==> config.mk <==
export PLATFORM = sky130hd
export DESIGN_NAME = snek_step_sched_flat
export DESIGN_NICKNAME = d
export VERILOG_FILES = /design/src/rtl/snek_step_if.sv /design/src/rtl/snek_step_sched.sv /design/src/flat_wrapper.sv
export SDC_FILE = /design/constraint.sdc
export NUM_CORES = 1
export LEC_CHECK = 0
export CELL_PAD_IN_SITES_DETAIL_PLACEMENT = 2
export CELL_PAD_IN_SITES_GLOBAL_PLACEMENT = 2
export CORE_MARGIN = 1.5
export CORE_UTILIZATION = 33
export CTS_CLUSTER_DIAMETER = 120
export DETAILED_ROUTE_END_ITERATION = 6
export GPL_TIMING_DRIVEN = 0
export PLACE_DENSITY = 0.8
export SLEW_MARGIN = 40
export SYNTH_ARGS = -nofsm -noshare
export SYNTH_HDL_FRONTEND = slang
export SYNTH_SLANG_ARGS = --single-unit
==> constraint.sdc <==
create_clock -name clk -period 5.48 [get_ports clk]
set_input_delay 1.096 -clock clk [delete_from_list [all_inputs] [get_ports clk]]
set_output_delay 1.096 -clock clk [all_outputs]
set_load 0.005 [all_outputs]
==> src/rtl/snek_step_if.sv <==
// Move request handshake between the step scheduler and the snake datapath.
// The master raises step_req with step_dir held stable until the slave returns step_ack.
interface snek_step_if;
  logic       step_req;
  logic [1:0] step_dir;
  logic       step_ack;

  modport master (output step_req, output step_dir, input step_ack);
  modport slave  (input step_req, input step_dir, output step_ack);
endinterface

==> src/rtl/snek_step_sched.sv <==
// Snek move scheduler: filters button turns into a small queue and issues one
// move request every frames_per_step frames over a req/ack handshake.
//
// state   | meaning
// S_RUN   | idle between moves; a due frame tick launches the next move
// S_ISSUE | move request outstanding, waiting for step_ack
module snek_step_sched #(
  parameter int         FIFO_DEPTH = 4,
  parameter int         TICK_W     = 6,
  parameter logic [1:0] INIT_DIR   = 2'd3
) (
  input  logic                        clk,
  input  logic                        rst,
  input  logic [3:0]                  buttons,
  input  logic                        frame_tick,
  input  logic [TICK_W-1:0]           frames_per_step,
  input  logic                        pause,
  snek_step_if.master                 step_bus,
  output logic [1:0]                  cur_dir,
  output logic [$clog2(FIFO_DEPTH):0] q_count,
  output logic                        drop,
  output logic                        overrun
);

  localparam int QW = $clog2(FIFO_DEPTH);

  localparam logic [0:0] S_RUN   = 1'b0;
  localparam logic [0:0] S_ISSUE = 1'b1;

  logic [0:0]        state;
  logic [1:0]        fifo_mem [FIFO_DEPTH];
  logic [QW-1:0]     wr_ptr;
  logic [QW-1:0]     rd_ptr;
  logic [QW:0]       count;
  logic [TICK_W-1:0] frame_cnt;
  logic [TICK_W-1:0] frame_last;
  logic [1:0]        last_dir;
  logic [1:0]        cur_dir_q;
  logic [1:0]        step_dir_q;
  logic              step_req_q;
  logic              drop_q;
  logic              overrun_q;

  logic       sel_valid;
  logic [1:0] cand_dir;
  logic       tick_live;
  logic       due;
  logic       fifo_empty;
  logic       fifo_full;
  logic       pop;
  logic       push;
  logic       is_dup;
  logic       is_rev;
  logic       blocked;
  logic [1:0] next_dir;

  // Priority up > down > left > right; lower-priority bits are discarded silently.
  always_comb begin
    sel_valid = 1'b1;
    cand_dir  = 2'd0;
    if (buttons[3])      cand_dir = 2'd0;
    else if (buttons[2]) cand_dir = 2'd1;
    else if (buttons[1]) cand_dir = 2'd2;
    else if (buttons[0]) cand_dir = 2'd3;
    else                 sel_valid = 1'b0;
  end

  assign frame_last = (frames_per_step == '0) ? '0 : frames_per_step - 1'b1;
  assign tick_live  = frame_tick & ~pause;
  assign due        = tick_live && (frame_cnt == frame_last);

  assign fifo_empty = (count == '0);
  assign fifo_full  = (count == (QW+1)'(FIFO_DEPTH));
  // Pop only sees the pre-push state, so a same-cycle push into an empty queue waits.
  assign pop        = (state == S_RUN) && due && !fifo_empty;

  assign is_dup  = (cand_dir == last_dir);
  assign is_rev  = (cand_dir[1] == last_dir[1]) && (cand_dir[0] != last_dir[0]);
  assign blocked = fifo_full && !pop;
  assign push    = sel_valid && !is_dup && !is_rev && !blocked;

  assign next_dir = pop ? fifo_mem[rd_ptr] : cur_dir_q;

  always_ff @(posedge clk) begin
    if (push) fifo_mem[wr_ptr] <= cand_dir;
  end

  always_ff @(posedge clk) begin
    if (rst) begin
      state      <= S_RUN;
      wr_ptr     <= '0;
      rd_ptr     <= '0;
      count      <= '0;
      frame_cnt  <= '0;
      last_dir   <= INIT_DIR;
      cur_dir_q  <= INIT_DIR;
      step_dir_q <= INIT_DIR;
      step_req_q <= 1'b0;
      drop_q     <= 1'b0;
      overrun_q  <= 1'b0;
    end else begin
      drop_q    <= sel_valid & ~push;
      overrun_q <= 1'b0;

      if (push) begin
        wr_ptr   <= wr_ptr + 1'b1;
        last_dir <= cand_dir;
      end
      if (pop) rd_ptr <= rd_ptr + 1'b1;

      case ({push, pop})
        2'b10:   count <= count + 1'b1;
        2'b01:   count <= count - 1'b1;
        default: count <= count;
      endcase

      if (tick_live) frame_cnt <= due ? '0 : frame_cnt + 1'b1;

      case (state)
        S_RUN: begin
          if (due) begin
            cur_dir_q  <= next_dir;
            step_dir_q <= next_dir;
            step_req_q <= 1'b1;
            state      <= S_ISSUE;
          end
        end
        default: begin
          // A move falling due while the previous one is unacknowledged is lost.
          if (due) overrun_q <= 1'b1;
          if (step_bus.step_ack) begin
            step_req_q <= 1'b0;
            state      <= S_RUN;
          end
        end
      endcase
    end
  end

  assign step_bus.step_req = step_req_q;
  assign step_bus.step_dir = step_dir_q;
  assign cur_dir           = cur_dir_q;
  assign q_count           = count;
  assign drop              = drop_q;
  assign overrun           = overrun_q;

endmodule

==> src/flat_wrapper.sv <==
// flat-port wrapper written by rule: the top's interface ports become plain ports
module snek_step_sched_flat 
#(
  parameter int         FIFO_DEPTH = 4,
  parameter int         TICK_W     = 6,
  parameter logic [1:0] INIT_DIR   = 2'd3
)
  (clk, rst, buttons, frame_tick, frames_per_step, pause, cur_dir, q_count, drop, overrun, step_bus_step_req, step_bus_step_dir, step_bus_step_ack);
  snek_step_if step_bus_i ();
  input  logic clk;
  input  logic rst;
  input  logic [3:0] buttons;
  input  logic frame_tick;
  input  logic [TICK_W-1:0] frames_per_step;
  input  logic pause;
  output logic [1:0] cur_dir;
  output logic [$clog2(FIFO_DEPTH):0] q_count;
  output logic drop;
  output logic overrun;
  output wire logic [$bits(step_bus_i.step_req)-1:0] step_bus_step_req;
  output wire logic [$bits(step_bus_i.step_dir)-1:0] step_bus_step_dir;
  input wire logic [$bits(step_bus_i.step_ack)-1:0] step_bus_step_ack;
  assign step_bus_step_req = step_bus_i.step_req;
  assign step_bus_step_dir = step_bus_i.step_dir;
  assign step_bus_i.step_ack = step_bus_step_ack;
  snek_step_sched #(.FIFO_DEPTH(FIFO_DEPTH), .TICK_W(TICK_W), .INIT_DIR(INIT_DIR)) u_core (.clk(clk), .rst(rst), .buttons(buttons), .frame_tick(frame_tick), .frames_per_step(frames_per_step), .pause(pause), .step_bus(step_bus_i), .cur_dir(cur_dir), .q_count(q_count), .drop(drop), .overrun(overrun));
endmodule
[Word level (Yosys, flattened, before mapping)]
Memory sizes are Yosys's and may differ from the RTL's. A register that Yosys moved wholly into a read port is not among the register bits.
Index checks and enable logic that the tools add are counted.
Cells by class
  add/sub/neg operators: 6
  equality and inequality tests: 8
  mux-type cells: 19
  bitwise gates (word level): 5
  reduce and logical (&&, ||, !) cells: 20
Operators by type and width (count)
  2-to-1 mux 1 bit: 12
  2-to-1 mux 6 bit: 2
  logical AND 1 bit: 8
  2-to-1 mux 2 bit: 4
  adder 6 x 1 -> 6 bit, second input constant: 1
  == test 6 bit: 1
  zero test 6 bit: 1
  one-hot mux 3 bit (2 select lines): 1
  subtractor 6 x 1 -> 6 bit, second input constant: 1
  zero test 1 bit: 5
  adder 2 x 1 -> 2 bit, second input constant: 2
  nonzero test 2 bit: 2
  adder 3 x 1 -> 3 bit, second input constant: 1
  == test 3 bit, second input constant: 1
  zero test 3 bit: 1
  NOT 1 bit: 3
  AND reduction 3 bit: 1
  subtractor 3 x 1 -> 3 bit, second input constant: 1
  AND 1 bit: 2
  == test 2 x 1 -> 1 bit, second input constant: 1
  == test 2 bit: 1
  == test 2 bit, second input constant: 1
  != test 2 bit, second input constant: 1
  AND reduction 2 bit: 1
  3 further kinds: 3
Storage, ports and cells
  register bits: 19
  memory bits (writable): 8
  bits of input ports: 15
  output and inout port bits: 10
  word-level logic and storage cells: 68
  memories: 1
Memory list
  u_core.fifo_mem: words 4, bits a word 2, read ports 1, clocked after Yosys merged registers in 1, wr ports 1, RTL line snek_step_sched.sv:31  | logic [1:0] fifo_mem [FIFO_DEPTH];

[Depth between registers and ports, before layout]
Gate-level depths: netlist of run 1.
  word-level depth: 12
  depth in mapped cells: 14
  mapped depth without buffers: 14

[Least setup slack after synthesis of run 1]
OpenSTA, ideal clock, no wires.
  path type: input-to-reg
  start: input frames_per_step[0]
  end: register u_core.count[2] (netlist: u_core.q_count[2])
  library setup time: 71 ps
  arrival time: 4189 ps
  required time: 5409 ps
  path slack: 1220 ps
  stages: 14
  buffers on the path: 1
  path through: inv_1 ha_1 and4bb_2 mux2_2 a2111o_1 nor4b_2 buf_2 and2_1 ha_1 inv_1 fa_1 xor2_1 or3_1 a21oi_1
On the way
  word-level cells in the longest chain between the ends: 12
Ends and longest elaborated chain
  start: declaration: RTL line flat_wrapper.sv:14  | input logic [TICK_W-1:0] frames_per_step;
  subtractor 6 x 1 -> 6 bit or zero test 6 bit (tied branches): RTL line snek_step_sched.sv:68  | assign frame_last = (frames_per_step == '0) ? '0 : frames_per_step - 1'b1;
  2-to-1 mux 6 bit *: RTL line snek_step_sched.sv:68
  == test 6 bit *: RTL line snek_step_sched.sv:70  | assign due = tick_live && (frame_cnt == frame_last);
  logical AND 1 bit *: RTL line snek_step_sched.sv:70
  logical AND 1 bit * (2 in series): RTL line snek_step_sched.sv:75  | assign pop = (state == S_RUN) && due && !fifo_empty;
  named net u_core.pop: RTL line snek_step_sched.sv:50  | logic pop;
  zero test 1 bit: RTL line snek_step_sched.sv:79  | assign blocked = fifo_full && !pop;
  logical AND 1 bit: RTL line snek_step_sched.sv:79
  zero test 1 bit: RTL line snek_step_sched.sv:80  | assign push = sel_valid && !is_dup && !is_rev && !blocked;
  logical AND 1 bit: RTL line snek_step_sched.sv:80
  == test 2 x 1 -> 1 bit or == test 2 bit (tied branches): RTL line snek_step_sched.sv:111  | case ({push, pop})
  one-hot mux 3 bit (2 select lines) or nonzero test 2 bit (tied branches)
  end signal: assignment: RTL line snek_step_sched.sv:112  | 2'b10: count <= count + 1'b1;
  end signal: assignment: RTL line snek_step_sched.sv:113  | 2'b01: count <= count - 1'b1;
  end signal: assignment: RTL line snek_step_sched.sv:114  | default: count <= count;
  end: declaration: RTL line snek_step_sched.sv:34  | logic [QW:0] count;
The timed path passes the listed nets; every way through them passes the cells marked *.
A chain may end at the register's enable or synchronous reset.

[Worst setup path after layout of run 1]
Same ends and word-level chain as after synthesis.

==> impl_metrics.csv, run 1 <==
group,metric,value,unit
sta,fin_worst_skew,10.9,ps
placed_design,io_buffers,22,
finish,final_cell_mix,"clkdlybuf4s50_1, nor2_1, dfxtp_1, nand2_1, inv_1",
clocking,htreeDepth,1,
yosys,ys.flop_type,"dfxtp_1",
setup_path,path_class,"input pin to register",
clocking,clk_path_buf_depth,2,
floorplan,dieArea,5550,sq um
finish,multiInputGateArea,955,sq um
clocking,ctsResizeCount,0,
detailed_routing,vias,1469,
floorplan,die_h,74.5,um
finish,regArea,641,sq um
yosys,synthArstFlopShare,0,%
floorplan,ios,25,
sta,setup_viol,0,
clocking,clk_pin_slew_worst_paths,110,ps
yosys,synth_cell_type_count,51,
pwr,powerDensity,238,nW/um^2
global_route,grt_pass1_vias,1585,
finish,final_layout_size_suffix_gt1_share,9.95,%
global_route,grt_antenna_before_repair,0,
sta,layout_min_cycle_time,5110,ps
finish,diodes,0,
yosys,synth_warnings,0,
clocking,clock_sinks,28,
sta,worst_pin_slew,506,ps
sta,setup_tns,0,ps
finish,fin_nets,235,
yosys,avgSynthCellArea,9.12,sq um
detailed_routing,dr.first_iter.drc_count,34,
sta,hold_viol,0,
hold_path,min_path_type,"register to register",
finish,fill_cells,550,
placed_design,place_hpwl,3.71,mm
global_route,grt_use_total,18.3,%
finish,final_common_cell,"clkdlybuf4s50_1",
setup_path,crit_arrival,5320,ps
placed_design,gp_congestion,0.759,
setup_path,cp_max_fo,10,
detailed_routing,dr.pass1.iters,4,
clocking,cts_buffers,3,
finish,area.growth.synth_to_final,22.3,%
sta,worst_slack,368,ps
floorplan,num_rows,25,
detailed_routing,ant_nets,0,
setup_path,start_kind,"input pin",
yosys,synth_seq_cells,28,
run_status,status,"completed",
sta,min_period_over_period,93.3,%
detailed_routing,via_per_inst,5.28,
clocking,cts_tree,"done",
sta,fmax,196,MHz
yosys,yosys.area.top_type,"dfxtp_1",
global_route,grt_overflow_total,0,
yosys,seq_area_frac_synth,38.0,%
sta,slew_viol_final,0,
yosys,synth_nets,208,
global_route,grt_max_degree,17,
global_route,grt_first_pass_wirelength,7.87,mm
yosys,synth_edf_count,8,
floorplan,fp.coreArea,4820,sq um
floorplan,start_util,35.0,%
sta,rsz0062_at_grt,"false",
setup_path,required,5690,ps
clocking,postCtsHoldBufs,0,
yosys,synth_cells,185,
yosys,synth.area.top_cells,"dfxtp_1, edfxtp_1, ha_1",
sta,hold_ws,487,ps
placed_design,pre_cts_slack,67.1,ps
clocking,cts_root_buf,"clkbuf_8",
pwr,power_leakage,0.766,nW
detailed_routing,drc,0,
clocking,post-cts-setup-buffers,0,
floorplan,dieWidth,74.5,um
pwr,ir_worst_vdd,120,uV
clocking,clk_latency,280,ps
yosys,synth_area,1690,sq um
detailed_routing,wl,4.63,mm
detailed_routing,wl_per_cell,16.6,um
yosys,synth_top_area_share,23.7,%
setup_path,end_kind,"register",
sta,slew-limit-headroom,66.3,%
job,max-cap-violations,0,
-- critical path: stages --
cell,delay (ps)
clkdlybuf4s50_1,500
inv_1,100
ha_1,260
and4bb_2,270
mux2_2,330
a2111o_1,470
nor4b_2,440
buf_2,310
and2_1,280
ha_1,230
inv_1,60
fa_1,370
xor2_1,160
or3_1,300
a21oi_1,140
-- logic make-up after synthesis --
kind of cell | Yosys count | synth area share [%]
adders and majority gates | 8 | 6.38
AOI/OAI and AO/OA | 37 | 15.7
muxes | 5 | 4.67
and+or+nand+nor | 79 | 25.7
xor gates and xnor gates | 8 | 4.15
DFF | 28 | 38.0
buffers and inverters | 20 | 5.41
-- where the power goes --
group | total (mW) | switching, mW | internal, mW
Sequential | 0.234 | 0.0102 | 0.224
Combinational | 0.0874 | 0.0482 | 0.0392
Clock | 0.169 | 0.0709 | 0.0979
-- synthesized netlist by cell type (2+ instances only) --
| cell | instances |
|---|---|
| buf_4 | 2 |
| a21oi_1 | 10 |
| nor2_1 | 21 |
| nand4_1 | 3 |
| ha_1 | 7 |
| mux4_2 | 2 |
| or4_4 | 2 |
| nor3_1 | 8 |
| nand3_1 | 7 |
| edfxtp_1 | 8 |
| mux2_2 | 3 |
| o211ai_1 | 2 |
| xor2_1 | 7 |
| dfxtp_1 | 20 |
| o311ai_0 | 2 |
| clkbuf_1 | 3 |
| and2_1 | 6 |
| a211oi_1 | 2 |
| inv_1 | 12 |
| nor2b_1 | 3 |
| or3_1 | 3 |
| nand2b_1 | 4 |
| o21ai_0 | 7 |
| and3_1 | 2 |
| nand2_1 | 13 |
-- metal layers --
layer  global-route usage (%)  vias up  part of all wire [%]
li1                         -      715                     -
met1                     24.8      728                    49
met2                     32.4       22                    49
met3                     1.63        4                   1.8
met4                     3.03        0                  0.63
met5                        0        -                     0
-- state kept, by name, indices dropped and copies added, names as in the netlist --
name and cells:
u_core.rd_ptr 2, u_core.q_count 3, u_core.step_bus.step_req 1, u_core.state 1
u_core.fifo_mem 8, u_core.last_dir 1, u_core.overrun 1, u_core.drop 1
u_core.wr_ptr 2, u_core.step_bus.step_dir 2, u_core.frame_cnt 6
-- area by class of cell --
cell class                 count  share of cell area [%]
multi-input combinational    137                    46.3
sequential                    28                    31.1
timing repair buffer          22                    10.7
tap                           67                    4.07
inverter                      13                    2.37
buffer                         7                    2.06
clock buffer                   3                    2.00
clock inverter                 1                    1.46
-- per-stage QoR --
step                      area, sq um  util, %  power [mW]  std cells
final                            2060     42.8       0.490        278
after CTS                        2060     42.8       0.498        278
after global placement           1990     41.3       0.319        274
after floorplan                  1690        -       0.289        185
after global routing             2060     42.8       0.517        278
after detailed placement         1990     41.3       0.327        274
-- worst paths after layout --
kind                                         startpoint                               endpoint  slack, ps  cells after the start
setup / recovery                     frames_per_step[0]         u_core.q_count[2]$_SDFFE_PP0P_        370                     15
hold / removal    u_core.step_bus.step_req$_SDFFE_PP0P_  u_core.step_bus.step_req$_SDFFE_PP0P_        490                      2
setup reg to reg       u_core.frame_cnt[4]$_SDFFE_PP0P_         u_core.q_count[2]$_SDFFE_PP0P_       1820                     12
hold reg to reg   u_core.step_bus.step_req$_SDFFE_PP0P_  u_core.step_bus.step_req$_SDFFE_PP0P_        490                      2
No activity file was read; power rests on OpenSTA's default activity.
==> run 2, diff against run 1 <==
--- a/config.mk
+++ b/config.mk
@@ -5,14 +5,15 @@
 export SDC_FILE = /design/constraint.sdc
 export NUM_CORES = 1
 export LEC_CHECK = 0
+export ABC_AREA = 1
 export CELL_PAD_IN_SITES_DETAIL_PLACEMENT = 2
 export CELL_PAD_IN_SITES_GLOBAL_PLACEMENT = 2
 export CORE_MARGIN = 1.5
-export CORE_UTILIZATION = 33
+export CORE_UTILIZATION = 30
 export CTS_CLUSTER_DIAMETER = 120
 export DETAILED_ROUTE_END_ITERATION = 6
 export GPL_TIMING_DRIVEN = 0
-export PLACE_DENSITY = 0.8
+export PLACE_DENSITY = 0.79
 export SLEW_MARGIN = 40
 export SYNTH_ARGS = -nofsm -noshare
 export SYNTH_HDL_FRONTEND = slang
==> run 2 against run 1 <==
  * Critical path depth grew 5
  * Hold slack improved by 13 ps
  * Combinational power increased by 14%
  * Design area decreased by 4.6%
  * Count of clock-buffer cells in the layout did not move
  * Core utilization is 4.0 points lower
  * Clock skew fell by 3.3 ps
  * Via count shrank 5.2%
  * Largest power group unchanged
  * Flip-flop and latch count did not move
  * Maximum frequency grew 29%
==> impl_metrics.csv, run 2 <==
group,metric,value,unit
sta,slew_viol_final,0,
detailed_routing,wl_per_cell,13.7,um
yosys,synth_area,1570,sq um
job,max-cap-violations,0,
global_route,grt_max_degree,17,
sta,worst_pin_slew,686,ps
clocking,clk_path_buf_depth,2,
floorplan,fp.coreArea,5070,sq um
run_status,status,"completed",
clocking,cts_buffers,3,
sta,fin_worst_skew,7.56,ps
finish,fill_cells,613,
finish,post-route-util,38.8,%
finish,regMostFlops,"u_core.fifo_mem",
global_route,grt_use_total,16.0,%
setup_path,start_kind,"input pin",
pwr,powerDensity,258,nW/um^2
detailed_routing,via_per_inst,4.61,
floorplan,die_h,75.3,um
setup_path,path_class,"input pin to register",
sta,hold_ws,500,ps
sta,min_period_over_period,72.3,%
yosys,synth_warnings,0,
sta,layout_min_cycle_time,3960,ps
clocking,htreeDepth,1,
finish,final_common_cell,"nand2_1",
yosys,synth_commonest_cells,"nand2_1, inv_1, nor2_1",
sta,rsz0062_at_grt,"false",
detailed_routing,wl,4.13,mm
yosys,avgSynthCellArea,7.69,sq um
yosys,synth_cells,204,
setup_path,cpMostUsedCell,"nand2_1",
floorplan,ios,25,
finish,multiInputGateArea,781,sq um
yosys,synthArstFlopShare,0,%
finish,fin_nets,256,
floorplan,start_util,30.9,%
setup_path,slowest_stage,"clkdlybuf4s50_1",
clocking,postCtsHoldBufs,0,
detailed_routing,dr.pass1.iters,6,
setup_path,cp_max_fo,5,
yosys,synth_nets,227,
yosys,yosys.area.top_type,"dfxtp_1",
setup_path,required,5650,ps
setup_path,crit_family,"adder cells",
sta,setup_viol,0,
yosys,synth.area.top_cells,"dfxtp_1, edfxtp_1, nand2_1",
sta,hold_viol,0,
yosys,yosysMostFrequentCell,"nand2_1",
pwr,power_leakage,0.796,nW
finish,regArea,641,sq um
clocking,ctsResizeCount,0,
detailed_routing,ant_nets,0,
setup_path,end_kind,"register",
clocking,cts_root_buf,"clkbuf_8",
global_route,grt_first_pass_wirelength,6.74,mm
clocking,clk_latency,280,ps
clocking,cts_tree,"done",
sta,fmax,252,MHz
yosys,synth_edf_count,8,
setup_path,crit_arrival,4130,ps
yosys,synth_top_area_share,25.5,%
hold_path,min_path_type,"register to register",
floorplan,dieArea,5670,sq um
global_route,grt_pass1_vias,1474,
yosys,synth_cell_type_count,28,
setup_path,crit_buf_inv,5,
yosys,synth_seq_cells,28,
placed_design,placed_area,1900,sq um
floorplan,num_rows,26,
yosys,seq_area_frac_synth,40.9,%
setup_path,slowest_delay,400,ps
yosys,ys.flop_type,"dfxtp_1",
pwr,ir_worst_vdd,118,uV
setup_path,path_cells,"clkdlybuf4s50_1 -> inv_1 -> ha_1 -> inv_2 -> nor2_1 -> nand3_1 -> nand2_1 -> nand2_1 -> nand2_1 -> nand3_2 -> nor2_4 -> nand4_4 -> inv_2 -> ha_1 -> inv_1 -> fa_1 -> a21oi_1 -> o21ai_0 -> o21ai_0 -> a21oi_1",
placed_design,place_hpwl,3.28,mm
pwr,p_total,507,uW
sta,slew-limit-headroom,53.9,%
placed_design,io_buffers,24,
detailed_routing,vias,1392,
detailed_routing,dr.first_iter.drc_count,30,
clocking,clk_pin_slew_worst_paths,100,ps
placed_design,gp_congestion,0.680,
global_route,grt_overflow_total,0,
finish,final_area,1970,sq um
finish,final_layout_size_suffix_gt1_share,8.62,%
global_route,grt_antenna_before_repair,0,
detailed_routing,drc,0,
finish,final_cell_mix,"nand2_1, inv_1, nor2_1, clkdlybuf4s50_1, dfxtp_1",
clocking,clock_sinks,28,
floorplan,dieWidth,75.3,um
sta,setup_tns,0,ps
finish,area.growth.synth_to_final,25.5,%
finish,largest_reg_flops,8,
clocking,post-cts-setup-buffers,0,
finish,diodes,0,
-- run 2: final cells by class --
cell class,count,share of cell area (%)
multi-input cells,139,39.7
flip-flops and latches,28,32.6
repair buffers,24,12.2
inverters,34,6.49
well taps,70,4.45
clock buffers,3,2.10
clock inverters,1,1.53
plain buffers,3,0.954
-- run 2: metrics by stage --
stage | setup slack [ps] | std cells
3_3_place_gp | 1380 | 298
6_report | 1520 | 302
3_5_place_dp | 1220 | 298
5_1_grt | 1250 | 302
4_1_cts | 1500 | 302
2_1_floorplan | 2160 | 204
-- run 2: worst paths after layout --
| kind | startpoint | to | slack [ps] | depth (start not counted) |
|---|---|---|---|---|
| worst max-delay path | frames_per_step[0] | u_core.q_count[2]$_SDFFE_PP0P_ | 1520 | 20 |
| worst min-delay path | u_core.step_bus.step_req$_SDFFE_PP0P_ | u_core.step_bus.step_req$_SDFFE_PP0P_ | 500 | 2 |
| worst max register to register | u_core.frame_cnt[1]$_SDFFE_PP0P_ | u_core.q_count[2]$_SDFFE_PP0P_ | 3030 | 15 |
| worst min register to register | u_core.step_bus.step_req$_SDFFE_PP0P_ | u_core.step_bus.step_req$_SDFFE_PP0P_ | 500 | 2 |
-- run 2: logic make-up after synthesis --
family	after synthesis	synth area share (%)
simple gates	98	30.2
flops	28	40.9
buf+inv	37	9.34
fa+ha+maj	8	6.86
xor+xnor	6	3.35
compound gates	27	9.34
-- run 2: per-layer routing --
layer  track usage, %  routed length, um
met2             30.2               2100
met3             2.12                 86
met4             5.36                 63
met1             18.4               1880
met5                0                  0
-- run 2: worst min-delay path, stage by stage, from the launching register on --
cell	delay (ps)
dfxtp_1	330
inv_1	60
a21boi_0	70
-- run 2: power by group --
group	internal (mW)	total [mW]	leakage, nW	switching, mW
Sequential	0.230	0.240	0.238	0.0103
Clock	0.0980	0.168	0.0357	0.0699
Combinational	0.0421	0.0996	0.521	0.0575
==> patch, RTL diff (flow settings as in run 1) <==
Reset style: asynchronous (`rst`), changed in one clocked block.
--- a/src/rtl/snek_step_sched.sv
+++ b/src/rtl/snek_step_sched.sv
@@ -86,5 +86,5 @@
   end
 
-  always_ff @(posedge clk) begin
+  always_ff @(posedge clk or posedge rst) begin
     if (rst) begin
       state      <= S_RUN;
Function: differs if rst is asserted again (counterexample within 4 cycles, from zero or initial values and one cycle with rst high); with rst held inactive, the same outputs for 10 cycles.
==> patch against run 1 <==
Wire length decreased by 23%; worst setup slack better by 310 ps; synthesized cell count fell by 26%; highest routed layer unchanged; final area decreased by 6.1%; core utilization fell by 1.3 points; first-iteration DRC count decreased by 71%; sequential cell count unchanged; area after synthesis is 6.2% lower; worst hold slack improved by 51 ps.
Power is not compared: it rests on default switching activity, and its combinational part moved more than twofold at a synthesized area within 25%.
==> patch: results (changes against run 1) <==
status complete, no violations (unchanged); Max transition margin 48.5% (was 66.3%); Root Buffer clkbuf_8 (unchanged); ys flop type dfrtp_1 (was dfxtp_1); sequential area share after synthesis 47.0% (was 38.0%); placed cells 214 (was 274); Psw ~0.27 mW; Total Routed Length 3.54 mm (was 4.63 mm); Worst EP arrival 5000 ps (was 5320 ps); VDD IR max 0.172 mV; Worst Path Max Fanout 9 (was 10); Num CTS Buffers 3 (unchanged); total number of vias 1101 (was 1469); # H-tree levels 1 (unchanged); DR pass1 iterations 4 (unchanged); Layout Skew 2.45 ps (was 10.9 ps); clk slew on worst S/H paths 90 ps (was 110 ps); DRT iter0 DRCs 10 (was 34); vias in the first global route 1288 (was 1585); max FFs per register 8 (unchanged); post-CTS sizing 0 (unchanged); post-synth cell types 45 (was 51); synth top area cells dfrtp_1 (27%), edfxtp_1 (15%), ha_1 (5.5%) (was dfxtp_1 (24%), edfxtp_1 (14%), ha_1 (5.2%)); synth warn 0 (unchanged); CP peak stage delay about 490 ps; syn nets 159 (was 208); Lkg Pwr 0.792 nW; Worst-Skew Late Latency between 200 and 300 ps; first-pass GRT wire length 6.10 mm (was 7.87 mm); top cells by count, synth dfrtp_1 (17), inv_1 (12), edfxtp_1 (8), nor2_1 (8), xor2_1 (8) (was nor2_1 (21), dfxtp_1 (20), nand2_1 (13), inv_1 (12), a21oi_1 (10)); RePlAce Congestion 0.774 (was 0.759); worst hold path class reg -> reg (unchanged); # port buffers 24 (was 22); Layout Cells excl Fill 218 (was 278); Post-synth EDFFs 8 (unchanged); Fill cells 497 (was 550); HPWL Detailed 2.83 mm (was 3.71 mm); largest reg by FF count u_core.fifo_mem (unchanged); Diodes inserted 0 (unchanged); cells after synthesis 136 (was 185); pin count of the biggest net entering global routing 21 (was 17); Clock Tree Buf Depth 2 (unchanged); # Post-CTS Setup Buffers 0 (unchanged); Critical-path top delay cell or3b_2 (was clkdlybuf4s50_1); layout cells sized above 1 17.7% (was 9.95%); Final nets 188 (was 235); Async SR Flop Fraction 71.4% (was 0%); Total GRT Usage 15.2% (was 18.3%)
patch: final cells by class:
| cell class | instances | area [sq um] | share of cell area [%] |
|---|---|---|---|
| repair buffers | 24 | 240 | 12.4 |
| clock buffers | 3 | 41.3 | 2.13 |
| clock inverters | 1 | 3.75 | 0.194 |
| well taps | 54 | 67.6 | 3.49 |
| plain buffers | 2 | 15.0 | 0.776 |
| inverters | 12 | 45.0 | 2.33 |
| flip-flops and latches | 28 | 744 | 38.5 |
| multi-input cells | 94 | 778 | 40.2 |
patch: final timing paths:
| path | from | to | slack, ps | depth (start not counted) |
|---|---|---|---|---|
| max | frames_per_step[0] | u_core.q_count[2] | 680 | 16 |
| min reg2reg | u_core.q_count[2] | u_core.q_count[2] | 540 | 1 |
| max in group asynchronous | rst | u_core.cur_dir[0] | 3940 | 2 |
| min | u_core.q_count[2] | u_core.q_count[2] | 540 | 1 |
| min in group asynchronous | rst | u_core.q_count[1] | 1170 | 2 |
| max reg2reg | u_core.frame_cnt[0] | u_core.q_count[2] | 2260 | 12 |
patch: cell families (layout without fill, tap and decap cells):
group | after synthesis | after routing | share of synthesized area, %
AO/OA/AOI/OAI | 23 | 23 | 11.1
XOR/XNOR | 13 | 13 | 7.19
adder cells (fa/ha/maj) | 8 | 8 | 6.80
multiplexers | 7 | 7 | 6.48
buffers and inverters | 14 | 42 | 3.79
AND/OR/NAND/NOR | 43 | 43 | 17.5
flip-flops | 28 | 28 | 47.0
patch: power groups by stage:
stage | clock network, mW | registers, mW | logic [mW]
final | 0.113 | 0.358 | 0.325
after global placement | 0 | 0.354 | 0.302
after CTS | 0.117 | 0.360 | 0.335
after floorplan | 0 | 0.348 | 0.205
after detailed placement | 0 | 0.364 | 0.330
after global routing | 0.126 | 0.373 | 0.368
patch: per-layer routing:
metal	up-vias	part of all wire, %	global-route usage [%]
li1	532	-	-
met1	544	40	17.8
met2	21	56	29.6
met3	4	3.5	1.25
met4	0	0.85	3.77
met5	-	0	0
patch: per-stage QoR:
step	worst slack, ps	total power, mW	hold WS (ps)	cell area (sq um)	utilization (%)
CTS	604	0.812	535	1940	41.5
global placement	513	0.656	506	1890	40.6
detailed placement	338	0.693	523	1890	40.6
finish	680	0.797	538	1940	41.5
global route	353	0.866	573	1940	41.5
floorplan	1410	0.553	481	1580	-
patch: worst max-delay path: cells and delay by family:
family	cells	cell delay, ps
AOI/OAI and AO/OA	2	380
xor gates and xnor gates	2	310
adders and majority gates	3	840
buffers and inverters	4	780
and+or+nand+nor	5	1610
